File: src/rtl/alu_serial.sv
// Bit-serial ALU: evaluates a WIDTH-bit ADD/SUB/AND/OR/NOR/XOR one bit per clock, LSB first,
// and publishes the full result with zero/negative/overflow flags and a one-cycle done pulse.
module alu_serial #(
    parameter int WIDTH = 32
) (
    input  logic             clock,
    input  logic             reset,
    input  logic             start,
    input  logic [WIDTH-1:0] A,
    input  logic [WIDTH-1:0] B,
    input  logic [2:0]       control,
    output logic             busy,
    output logic             done,
    output logic [WIDTH-1:0] out,
    output logic             zero,
    output logic             negative,
    output logic             overflow
);

    localparam int              KW     = (WIDTH > 2) ? $clog2(WIDTH) : 1;
    localparam logic [KW-1:0]   K_LAST = KW'(WIDTH - 1);

    localparam logic [2:0] OP_ADD = 3'd2;
    localparam logic [2:0] OP_SUB = 3'd3;
    localparam logic [2:0] OP_AND = 3'd4;
    localparam logic [2:0] OP_OR  = 3'd5;
    localparam logic [2:0] OP_NOR = 3'd6;
    localparam logic [2:0] OP_XOR = 3'd7;

    typedef enum logic {S_IDLE, S_RUN} state_t;

    state_t           r_state;
    logic [WIDTH-1:0] r_a;
    logic [WIDTH-1:0] r_b;
    logic [WIDTH-1:0] r_res;
    logic [WIDTH-1:0] r_out;
    logic [2:0]       r_ctrl;
    logic [KW-1:0]    r_k;
    logic             r_carry;
    logic             r_busy;
    logic             r_done;
    logic             r_ovf;

    // Operands are shifted right each RUN cycle, so the current bit is always at index 0.
    logic             w_a;
    logic             w_b;
    logic             w_b_arith;
    logic             w_arith;
    logic             w_sum;
    logic             w_cout;
    logic             w_bit;
    logic [WIDTH-1:0] w_res_next;

    assign w_a        = r_a[0];
    assign w_b        = r_b[0];
    assign w_arith    = (r_ctrl == OP_ADD) || (r_ctrl == OP_SUB);
    assign w_b_arith  = w_b ^ (r_ctrl == OP_SUB);
    assign w_sum      = w_a ^ w_b_arith ^ r_carry;
    assign w_cout     = (w_a & w_b_arith) | (r_carry & (w_a ^ w_b_arith));
    assign w_res_next = {w_bit, r_res[WIDTH-1:1]};

    always_comb begin
        w_bit = 1'b0;
        case (r_ctrl)
            OP_ADD, OP_SUB: w_bit = w_sum;
            OP_AND:         w_bit = w_a & w_b;
            OP_OR:          w_bit = w_a | w_b;
            OP_NOR:         w_bit = ~(w_a | w_b);
            OP_XOR:         w_bit = w_a ^ w_b;
            default:        w_bit = 1'b0;
        endcase
    end

    always_ff @(posedge clock) begin
        if (reset) begin
            r_state <= S_IDLE;
            r_a     <= '0;
            r_b     <= '0;
            r_res   <= '0;
            r_out   <= '0;
            r_ctrl  <= '0;
            r_k     <= '0;
            r_carry <= 1'b0;
            r_busy  <= 1'b0;
            r_done  <= 1'b0;
            r_ovf   <= 1'b0;
        end else begin
            r_done <= 1'b0;
            case (r_state)
                S_IDLE: begin
                    if (start) begin
                        r_a     <= A;
                        r_b     <= B;
                        r_ctrl  <= control;
                        r_k     <= '0;
                        r_carry <= (control == OP_SUB);
                        r_busy  <= 1'b1;
                        r_state <= S_RUN;
                    end
                end
                S_RUN: begin
                    r_a     <= r_a >> 1;
                    r_b     <= r_b >> 1;
                    r_res   <= w_res_next;
                    r_carry <= w_cout;
                    r_k     <= r_k + KW'(1);
                    if (r_k == K_LAST) begin
                        // At the MSB, r_carry is the carry into the sign bit.
                        r_out   <= w_res_next;
                        r_ovf   <= w_arith & (r_carry ^ w_cout);
                        r_done  <= 1'b1;
                        r_busy  <= 1'b0;
                        r_state <= S_IDLE;
                    end
                end
                default: r_state <= S_IDLE;
            endcase
        end
    end

    assign busy     = r_busy;
    assign done     = r_done;
    assign out      = r_out;
    assign overflow = r_ovf;
    assign zero     = (r_out == '0);
    assign negative = r_out[WIDTH-1];

endmodule

File: config.mk
export PLATFORM = sky130hd
export DESIGN_NAME = alu_serial
export DESIGN_NICKNAME = d
export VERILOG_FILES = /design/src/rtl/alu_serial.sv
export SDC_FILE = /design/constraint.sdc
export NUM_CORES = 1
export LEC_CHECK = 0
export ABC_AREA = 1
export CAP_MARGIN = 10
export CORE_ASPECT_RATIO = 1.75
export CORE_MARGIN = 1.5
export CORE_UTILIZATION = 40
export CTS_BUF_LIST = sky130_fd_sc_hd__clkbuf_16
export DETAILED_ROUTE_END_ITERATION = 10
export PLACE_DENSITY_LB_ADDON = 0.3
export SYNTH_ARGS = -nofsm -noshare
export SYNTH_HDL_FRONTEND = slang
export SYNTH_SLANG_ARGS = --single-unit
File: constraint.sdc
create_clock -name clock -period 1.77 [get_ports clock]
set_input_delay 0.354 -clock clock [delete_from_list [all_inputs] [get_ports clock]]
set_output_delay 0.354 -clock clock [all_outputs]
set_load 0.1 [all_outputs]
==> impl_metrics.yaml <==
timing:
  slew_headroom: 0.699
  worst_hold_slack_ns: 0.461
  fmax_mhz: 525
  rsz0062_at_grt: "true"
  fin_crit_ns: 1.90
  finalHoldViolCount: 0
  fin_ws_ns: -0.134
  worst_clock_skew_ns: 0.00557
  finalSetupViolCount: 1
  finalSetupTns_ns: -0.134
  tightest_slew_ns: 0.452
  period_share: 1.08
  drv_slew: 0
logic_synthesis:
  synth-edff-count: 0
  ys_types: 32
  synthCells: 778
  yosysSeqAreaShare: 0.488
  async_reset_ff_frac: 0
  synth_top_area_cell: "dfxtp_1"
  postSynthAreaPerCell_um2: 7.38
  synth_area_um2: 5740
  synth_flop_cell: "dfxtp_1"
  synth_nets: 853
  synth_area_leaders: "dfxtp_1 49%, nand2_1 15%, inv_1 9.2%"
  ys_ff_latch: 140
  yosys_warnings: 0
  yosysTopAreaCellShare: 0.488
critical_path:
  crit_path_end_kind: "output port"
  arrival_ns: 1.55
  crit_family: "simple AND/OR/NAND/NOR gates"
  cp_num_buf_inv: 2
  start_kind: "flop"
  path_class: "flop to output port"
  crit_required_ns: 1.42
  slowest_stage: "dfxtp_4"
  crit_chain: "nor4_2 > buf_4 > nand3_4 > nor2_4 > buf_12"
  path_max_fanout: 2
  crit_path_max_incr_delay_ns: 0.34
power:
  p_leak_nw: 3.70
  pwr-share-seq: 0.449
  comb_power_share: 0.102
  vdd_drop_max_mv: 0.660
  netSwitchingFraction: 0.238
  switching_power_mw: 1.78
  power_density_nw_per_um2: 920
  clockPowerShare: 0.448
  p_int_mw: 5.71
global_route:
  top_usage_layer: "met2"
  overflow: 0
  grtUsageMet1: 0.199
  grt_max_degree: 66
  grt_usage: 0.190
  met2_usage: 0.361
  grt_pass1_wl_um: 22900
  antenna_found_initial: 0
  met3_usage: 0.0353
  first_global_vias: 5106
detailed_routing:
  routedWlPerCell_um: 12.5
  first_pass_iters: 5
  drtIter0Drc: 175
  drc: 0
  antenna_left: 0
  wirelength_um: 13400
  vias: 5105
  viasPerCell: 4.76
run:
  max_cap_violations: 0
cells_and_area:
  area_growth_pct: 41.9
  nNetsFinal: 957
  post-route-util: 0.583
  instances_no_fill: 1072
  drive_gt1_frac: 0.156
  diodes: 0
cts:
  numCtsBuffers: 17
  cts_setup_buffers: 0
  cts_sinks: 140
  htree_levels: 4
  cts_tree: "built"
  clk_pin_slew_ns: 0.06
  cts_hold_buf: 0
  clock_path_buffers: 2
  cts_root_buf: "clkbuf_16"
  clk-insertion-delay-late_ns: 0.40
floorplanning:
  fp-row-count: 57
  die_y_um: 162
  core_um2: 14000
  dieArea_um2: 15100
  io-pin-count: 107
  die_w_um: 93.6
  initial_core_util: 0.411
placed_design:
  place_hpwl_um: 9610
  pre_cts_ws_ns: 0.0224
  routabilityCongestion: 0.796
  io_buffers: 106
  dp.cells: 1041
run_status:
  violations: "setup timing"
  outcome: "finished, violations left"
hold_path:
  hold_class: "flop to flop"
-- placed cells by master (no fill, tap or decap), types with 2 or more instances in the layout --
cell type and n:
a211oi_1 2, a21oi_1 39, a22oi_1 6, buf_12 44
buf_4 16, clkbuf_16 19, clkdlybuf4s50_1 69, clkinv_1 4
clkinv_2 5, clkinvlp_4 2, dfxtp_1 106, dfxtp_2 21
dfxtp_4 13, ha_1 4, inv_1 140, inv_2 5
nand2_1 235, nand2_2 3, nand3_1 32, nand4_1 8
nor2_1 11, nor2_4 2, nor4_2 2, nor4_4 3
o211ai_1 16, o21ai_0 33, o21ai_1 14, o221ai_1 13
o22ai_1 17
-- through the flow --
step                      area, um2  power, mW
after CTS                      8130       7.57
after detailed placement       7510       4.21
after global placement         7510       4.19
final                          8150       7.49
after floorplan                5820       3.88
after global routing           8150       7.84
-- worst paths after layout --
check,endpoint,cells past startpoint,from,slack [ns]
min reg2reg,r_a[31],2,r_a[31],0.46
max,zero,5,out[23],-0.13
max reg2reg,overflow,7,r_ctrl[2],0.15
min,r_a[31],2,r_a[31],0.46
-- synthesized netlist by cell type, drive strengths merged, types with 5 or more instances --
| cell type | instances |
|---|---|
| a22oi | 6 |
| dfxtp | 140 |
| o21ai | 47 |
| nor4 | 5 |
| clkbuf | 15 |
| nand2 | 239 |
| nor2 | 13 |
| nand3 | 34 |
| o221ai | 13 |
| inv | 145 |
| a21oi | 39 |
| buf | 29 |
| o211ai | 16 |
| nand4 | 8 |
| o22ai | 17 |
-- sequential cells by signal (all words and copies together), names as in the netlist --
signal    flops
out          32
r_ctrl        3
r_res        31
r_k           5
r_b          32
overflow      1
r_carry       1
r_state       1
r_a          32
busy          1
done          1
-- metal layers --
metal | up-vias | wire length [um]
li1 | 2661 | -
met1 | 2333 | 5190
met2 | 92 | 7540
met3 | 19 | 341
met4 | 0 | 337
met5 | - | 0
-- worst reg2reg max path: cells and delay by family, from the launching register on --
family,cells,cell delay [ns]
XOR/XNOR,2,0.37
adder cells (fa/ha/maj),1,0.41
buffers and inverters,1,0.10
flip-flops,1,0.34
AND/OR/NAND/NOR,3,0.35
-- power by group through the flow --
stage	Combinational [mW]	Sequential, mW	Clock (mW)
floorplan	0.461	3.42	0
global placement	0.765	3.43	0
detailed placement	0.775	3.43	0
CTS	0.780	3.36	3.42
global route	0.871	3.38	3.59
finish	0.767	3.37	3.36
-- final cells by class --
cell class | count | area, um2
Clock buffer | 19 | 475
Clock inverter | 13 | 93.8
Fill cell | 1316 | 5830
Inverter | 145 | 544
Multi-Input combinational cell | 449 | 2240
Sequential cell | 140 | 2880
Tap cell | 177 | 221
Timing Repair Buffer | 129 | 1690
-- what timing repair did --
| item | CTS | global route |
|---|---|---|
| resized for setup | 7 | 4 |
| pin swaps | 1 | 2 |
| endpoints found under the setup margin | 1 | 2 |
-- kinds of logic (layout without fill, tap and decap cells) --
kind of cell               Yosys count  after routing  share of synthesized area
AOI/OAI and AO/OA                  142            142                      0.147
DFF                                140            140                      0.488
and+or+nand+nor                    300            300                      0.215
xor gates and xnor gates             2              2                    0.00305
adders and majority gates            5              5                     0.0122
buffers and inverters              189            306                      0.135
Note: power is estimated with default switching activity, not from simulation.
